[src/rtl/conv_window_controller.sv]
// Control FSM for a K x K sliding-window convolution: filter load, window fetch,
// MAC accumulation and result write-back, with start/busy/done handshake and hold stall.
module conv_window_controller #(
    parameter int unsigned K        = 3,
    parameter int unsigned IMG_W    = 8,
    parameter int unsigned IMG_H    = 8,
    parameter int unsigned IMG_BASE = 16,
    parameter int unsigned ADDR_W   = 10,
    localparam int unsigned FI_W    = $clog2(K * K)
) (
    input  logic              clk,
    input  logic              rst,
    input  logic              start,
    input  logic              hold,
    output logic [ADDR_W-1:0] memAddr,
    output logic              memRdEn,
    output logic [1:0]        memInSel,
    output logic              filterLd,
    output logic [FI_W-1:0]   filterIdx,
    output logic              inputLd,
    output logic              macEn,
    output logic              accClr,
    output logic              outWrEn,
    output logic [ADDR_W-1:0] outAddr,
    output logic              busy,
    output logic              done
);

    localparam int unsigned NF  = K * K;
    localparam int unsigned OW  = IMG_W - K + 1;
    localparam int unsigned OH  = IMG_H - K + 1;
    localparam int unsigned KW  = (K > 1) ? $clog2(K) : 1;
    localparam int unsigned CW  = (OW > 1) ? $clog2(OW) : 1;
    localparam int unsigned RW  = (OH > 1) ? $clog2(OH) : 1;
    localparam int unsigned AW1 = ADDR_W + 1;

    typedef enum logic [2:0] {
        S_IDLE,
        S_FLOAD,
        S_CLEAR,
        S_MAC,
        S_WRITE,
        S_DONE
    } state_t;

    state_t          state_q, state_d;
    logic [FI_W-1:0] fcnt_q, fcnt_d;
    logic [KW-1:0]   kx_q, kx_d;
    logic [KW-1:0]   ky_q, ky_d;
    logic [CW-1:0]   col_q, col_d;
    logic [RW-1:0]   row_q, row_d;

    // State and counter registers
    always_ff @(posedge clk or negedge rst) begin
        if (!rst) begin
            state_q <= S_IDLE;
            fcnt_q  <= '0;
            kx_q    <= '0;
            ky_q    <= '0;
            col_q   <= '0;
            row_q   <= '0;
        end else begin
            state_q <= state_d;
            fcnt_q  <= fcnt_d;
            kx_q    <= kx_d;
            ky_q    <= ky_d;
            col_q   <= col_d;
            row_q   <= row_d;
        end
    end

    // Next-state and counter sequencing; hold freezes FLOAD and MAC only
    always_comb begin
        state_d = state_q;
        fcnt_d  = fcnt_q;
        kx_d    = kx_q;
        ky_d    = ky_q;
        col_d   = col_q;
        row_d   = row_q;
        case (state_q)
            S_IDLE: begin
                if (start) begin
                    fcnt_d  = '0;
                    kx_d    = '0;
                    ky_d    = '0;
                    col_d   = '0;
                    row_d   = '0;
                    state_d = S_FLOAD;
                end
            end
            S_FLOAD: begin
                if (!hold) begin
                    if (fcnt_q == FI_W'(NF - 1)) begin
                        fcnt_d  = '0;
                        state_d = S_CLEAR;
                    end else begin
                        fcnt_d = fcnt_q + FI_W'(1);
                    end
                end
            end
            S_CLEAR: state_d = S_MAC;
            S_MAC: begin
                if (!hold) begin
                    if (kx_q == KW'(K - 1)) begin
                        kx_d = '0;
                        if (ky_q == KW'(K - 1)) begin
                            ky_d    = '0;
                            state_d = S_WRITE;
                        end else begin
                            ky_d = ky_q + KW'(1);
                        end
                    end else begin
                        kx_d = kx_q + KW'(1);
                    end
                end
            end
            S_WRITE: begin
                state_d = S_CLEAR;
                if (col_q == CW'(OW - 1)) begin
                    col_d = '0;
                    if (row_q == RW'(OH - 1)) begin
                        row_d   = '0;
                        state_d = S_DONE;
                    end else begin
                        row_d = row_q + RW'(1);
                    end
                end else begin
                    col_d = col_q + CW'(1);
                end
            end
            S_DONE:  state_d = S_IDLE;
            default: state_d = S_IDLE;
        endcase
    end

    // Outputs decode straight from state and counters so memory reads see the address this cycle
    always_comb begin
        memAddr   = '0;
        memRdEn   = 1'b0;
        memInSel  = 2'b00;
        filterLd  = 1'b0;
        filterIdx = '0;
        inputLd   = 1'b0;
        macEn     = 1'b0;
        accClr    = 1'b0;
        outWrEn   = 1'b0;
        outAddr   = '0;
        busy      = (state_q != S_IDLE);
        done      = 1'b0;
        case (state_q)
            S_FLOAD: begin
                memAddr   = ADDR_W'(fcnt_q);
                memRdEn   = !hold;
                memInSel  = 2'b01;
                filterLd  = !hold;
                filterIdx = fcnt_q;
            end
            S_CLEAR: accClr = 1'b1;
            S_MAC: begin
                memAddr   = ADDR_W'(AW1'(IMG_BASE)
                                    + (AW1'(row_q) + AW1'(ky_q)) * AW1'(IMG_W)
                                    + AW1'(col_q) + AW1'(kx_q));
                memRdEn   = !hold;
                memInSel  = 2'b00;
                inputLd   = !hold;
                macEn     = !hold;
                filterIdx = FI_W'(ky_q) * FI_W'(K) + FI_W'(kx_q);
            end
            S_WRITE: begin
                outWrEn  = 1'b1;
                memInSel = 2'b10;
                outAddr  = ADDR_W'(AW1'(row_q) * AW1'(OW) + AW1'(col_q));
            end
            S_DONE:  done = 1'b1;
            default: ;
        endcase
    end

endmodule

[config.mk]
export PLATFORM = sky130hd
export DESIGN_NAME = conv_window_controller
export DESIGN_NICKNAME = d
export VERILOG_FILES = /design/src/rtl/conv_window_controller.sv
export SDC_FILE = /design/constraint.sdc
export NUM_CORES = 1
export LEC_CHECK = 0
export ABC_CLOCK_PERIOD_IN_PS = 6400
export BUFFER_PORTS_ARGS = -buffer_cell sky130_fd_sc_hd__buf_2
export CAP_MARGIN = 25
export CORE_MARGIN = 3
export CORE_UTILIZATION = 55
export CTS_CLUSTER_DIAMETER = 60
export DETAILED_ROUTE_END_ITERATION = 10
export GPL_ROUTABILITY_DRIVEN = 0
export PLACE_DENSITY = 0.88
export SLEW_MARGIN = 5
export SYNTH_ARGS = -nofsm -noshare
export SYNTH_HDL_FRONTEND = slang
export SYNTH_SLANG_ARGS = --single-unit
[constraint.sdc]
create_clock -name clk -period 6.4 [get_ports clk]
set_clock_uncertainty 0.1 [all_clocks]
set_input_delay 0.64 -clock clk [delete_from_list [all_inputs] [get_ports clk]]
set_output_delay 0.64 -clock clk [all_outputs]
set_load 0.03 [all_outputs]
==> out/qor.csv <==
stage,metric,value,unit
run_status,status,"finished, final reports clean",
sta,relSlewSlack,31.96,%
yosys,synth_compound_area_share,15.22,%
critical_path,startpoint_type,register,
global_route,grt.total_usage,19.26,%
yosys,synthAdderAreaFrac,18.92,%
floorplan,start_util,60.66,%
route,drt_wl_total,3542,um
cells_and_area,final_cell_area,0.001916,mm^2
yosys,synth-edff-count,0,
floorplan,ioPinCount,38,
yosys,synth.distinct_cells,53,
yosys,synth_ff_type,dfrtp_1,
global_route,grt_pass1_wl,6175,um
placed_design,postPlaceCellArea,0.001888,mm^2
clocking,cts_root_buf,clkbuf_4,
critical_path,cp_max_fo,9,
floorplan,die_width,62.56,um
global_route,grt_max_degree,28,
route,first_pass_iters,4,
yosys,async_flop_share,100.0,%
yosys,muxShareOfSynthArea,4.339,%
pwr,leakage,0.9600,nW
sta,drv_slew,0,
route,drt_iter0_drc,70,
route,drt-wirelength-per-cell,13.42,um
yosys,synthTopCellsByCount,"inv_1, dfrtp_1, ha_1",
clocking,insertion_delay,0.30,ns
sta,tightestPinTransition,1.021,ns
job,cap_violations,0,
clocking,cts_setup_buffers,0,
floorplan,die_h,62.56,um
critical_path,arrival,2.38,ns
floorplan,die_area,0.003913,mm^2
route,vias_per_cell,5.530,
cells_and_area,fin_nets,250,
cells_and_area,drive_gt1_share,22.97,%
clocking,cts_resized,0,
yosys,yosysSeqAreaShare,24.18,%
floorplan,coreArea,0.002900,mm^2
placed_design,dp_hpwl,2811,um
placed_design,io_buffers,32,
yosys,synthSimpleGateAreaFrac,23.12,%
sta,setup_ws,3.276,ns
cells_and_area,diodes,0,
critical_path,worst_ep_required_time,5.66,ns
pwr,powerDensity,395.6,mW/mm^2
yosys,yosysMostFrequentCell,inv_1,
route,drc,0,
clocking,htree_levels,1,
critical_path,r2r_setup_slack,4.38,ns
yosys,synth-seq-cells,17,
sta,rsz0062_at_grt,no,
floorplan,rows,19,
sta,min_period,3.124,ns
sta,hold_viol,0,
pwr,vdd_drop_max,265.6,uV
yosys,synthXorXnorAreaFrac,3.983,%
global_route,overflow,0,
yosys,synthCells,194,
yosys,syn_area,0.001759,mm^2
critical_path,startpoint,kx_q[1],
route,route.antenna.remaining_nets,0,
sta,timing.fmax,320.1,MHz
yosys,yosys_warnings,0,
yosys,syn_avg_cell_area,9.068,um^2
yosys,yosys.area.top_type,dfrtp_1,
global_route,antenna_found_initial,0,
sta,tns,0,ns
clocking,clk_pin_slew,0.10,ns
clocking,cts_sinks,17,
sta,finalCritPeriodShare,48.81,%
clocking,cts_tree,done,
min_path,holdCritPathClass,primary input to async pin,
yosys,synth_top_cells_by_area,"dfrtp_1, ha_1, fa_1",
global_route,grt_pass1_vias,1323,
route,vias,1460,
pwr,power,0.7577,mW
critical_path,regToRegStartpoint,state_q[1],
yosys,synth_top_family_by_area,simple AND/OR/NAND/NOR gates,
critical_path,critical_path_class,register to primary output,
sta,setup_viol,0,
cells_and_area,area_delta_synth_final,8.891,%
clocking,clk_path_buf_depth,2,
placed_design,post-place-ws,3.603,ns
critical_path,endpoint_kind,primary output,
yosys,netlist.area_leader.share,24.18,%
clocking,cts_made_buffers,3,
clocking,cts_hold_buf,0,
==> layout make-up <==
class / instances / area, um^2
multi-input cells: 149 / 1172
fillers: 243 / 984.7
flip-flops and latches: 17 / 425.4
repair buffers: 32 / 160.2
inverters: 20 / 77.57
well taps: 42 / 52.55
clock buffers: 3 / 22.52
clock inverters: 1 / 5.005
==> critical path, cell delays in order, from the launching register on <==
cell	delay, ns
dfrtp_1	0.52
fa_1	0.58
ha_1	0.14
inv_1	0.04
fa_1	0.35
inv_1	0.06
mux2i_1	0.07
nor2_1	0.12
buf_2	0.20
==> worst paths after layout <==
check	end	depth (start not counted)
worst max-delay path	filterIdx[3]	8
worst max register to register	col_q[1]	6
worst min-delay path	ky_q[1]	1
max in group asynchronous	col_q[0]	1
worst min register to register	col_q[0]	1
min in group clk	state_q[0]	2
==> metal layers <==
layer  wire (um)  part of all wire, %  track usage [%]
met2        1643                   46            31.42
met3         199                  5.6            3.957
met1        1683                   48            27.01
met5           0                    0                0
met4          17                 0.48            2.479
==> power by group <==
group | switching (mW) | total (mW) | internal, mW
Clock | 0.0355 | 0.0588 | 0.0233
Sequential | 0.0956 | 0.234 | 0.138
Combinational | 0.292 | 0.465 | 0.173
==> placed cells by master (no fill, tap or decap), drive strengths merged, types with 2 or more instances in the layout <==
master / n
a21o: 2
a21oi: 13
a22o: 5
a31oi: 5
and3b: 2
buf: 32
clkbuf: 3
conb: 5
dfrtp: 17
fa: 6
ha: 17
inv: 20
mux2: 2
mux2i: 5
nand2: 17
nand2b: 5
nand3: 6
nand4: 2
nor2: 19
nor2b: 2
nor3: 5
nor4b: 2
o21ai: 3
o22ai: 2
xnor2: 6
xor2: 2
==> state kept, by name, indices dropped and copies added (netlist names) <==
signal and cells:
col_q 3, fcnt_q 4, kx_q 2, row_q 3, state_q 3, ky_q 2
==> kinds of logic (layout without fill, tap and decap cells) <==
family | after synthesis | count (layout)
XOR/XNOR | 8 | 8
buffers and inverters | 32 | 56
multiplexers | 7 | 7
adder cells (fa/ha/maj) | 23 | 23
flip-flops | 17 | 17
AO/OA/AOI/OAI | 40 | 40
AND/OR/NAND/NOR | 66 | 66
other | 1 | 5
==> through the flow <==
step | std cells | hold WS [ns] | utilization, %
floorplan | 198 | 0.2444 | -
global placement | 260 | 0.4854 | 65.10
detailed placement | 260 | 0.4872 | 65.10
CTS | 264 | 0.1565 | 66.05
global route | 264 | 0.1475 | 66.05
finish | 264 | 0.1554 | 66.05
Note: power is estimated with default switching activity, not from simulation.
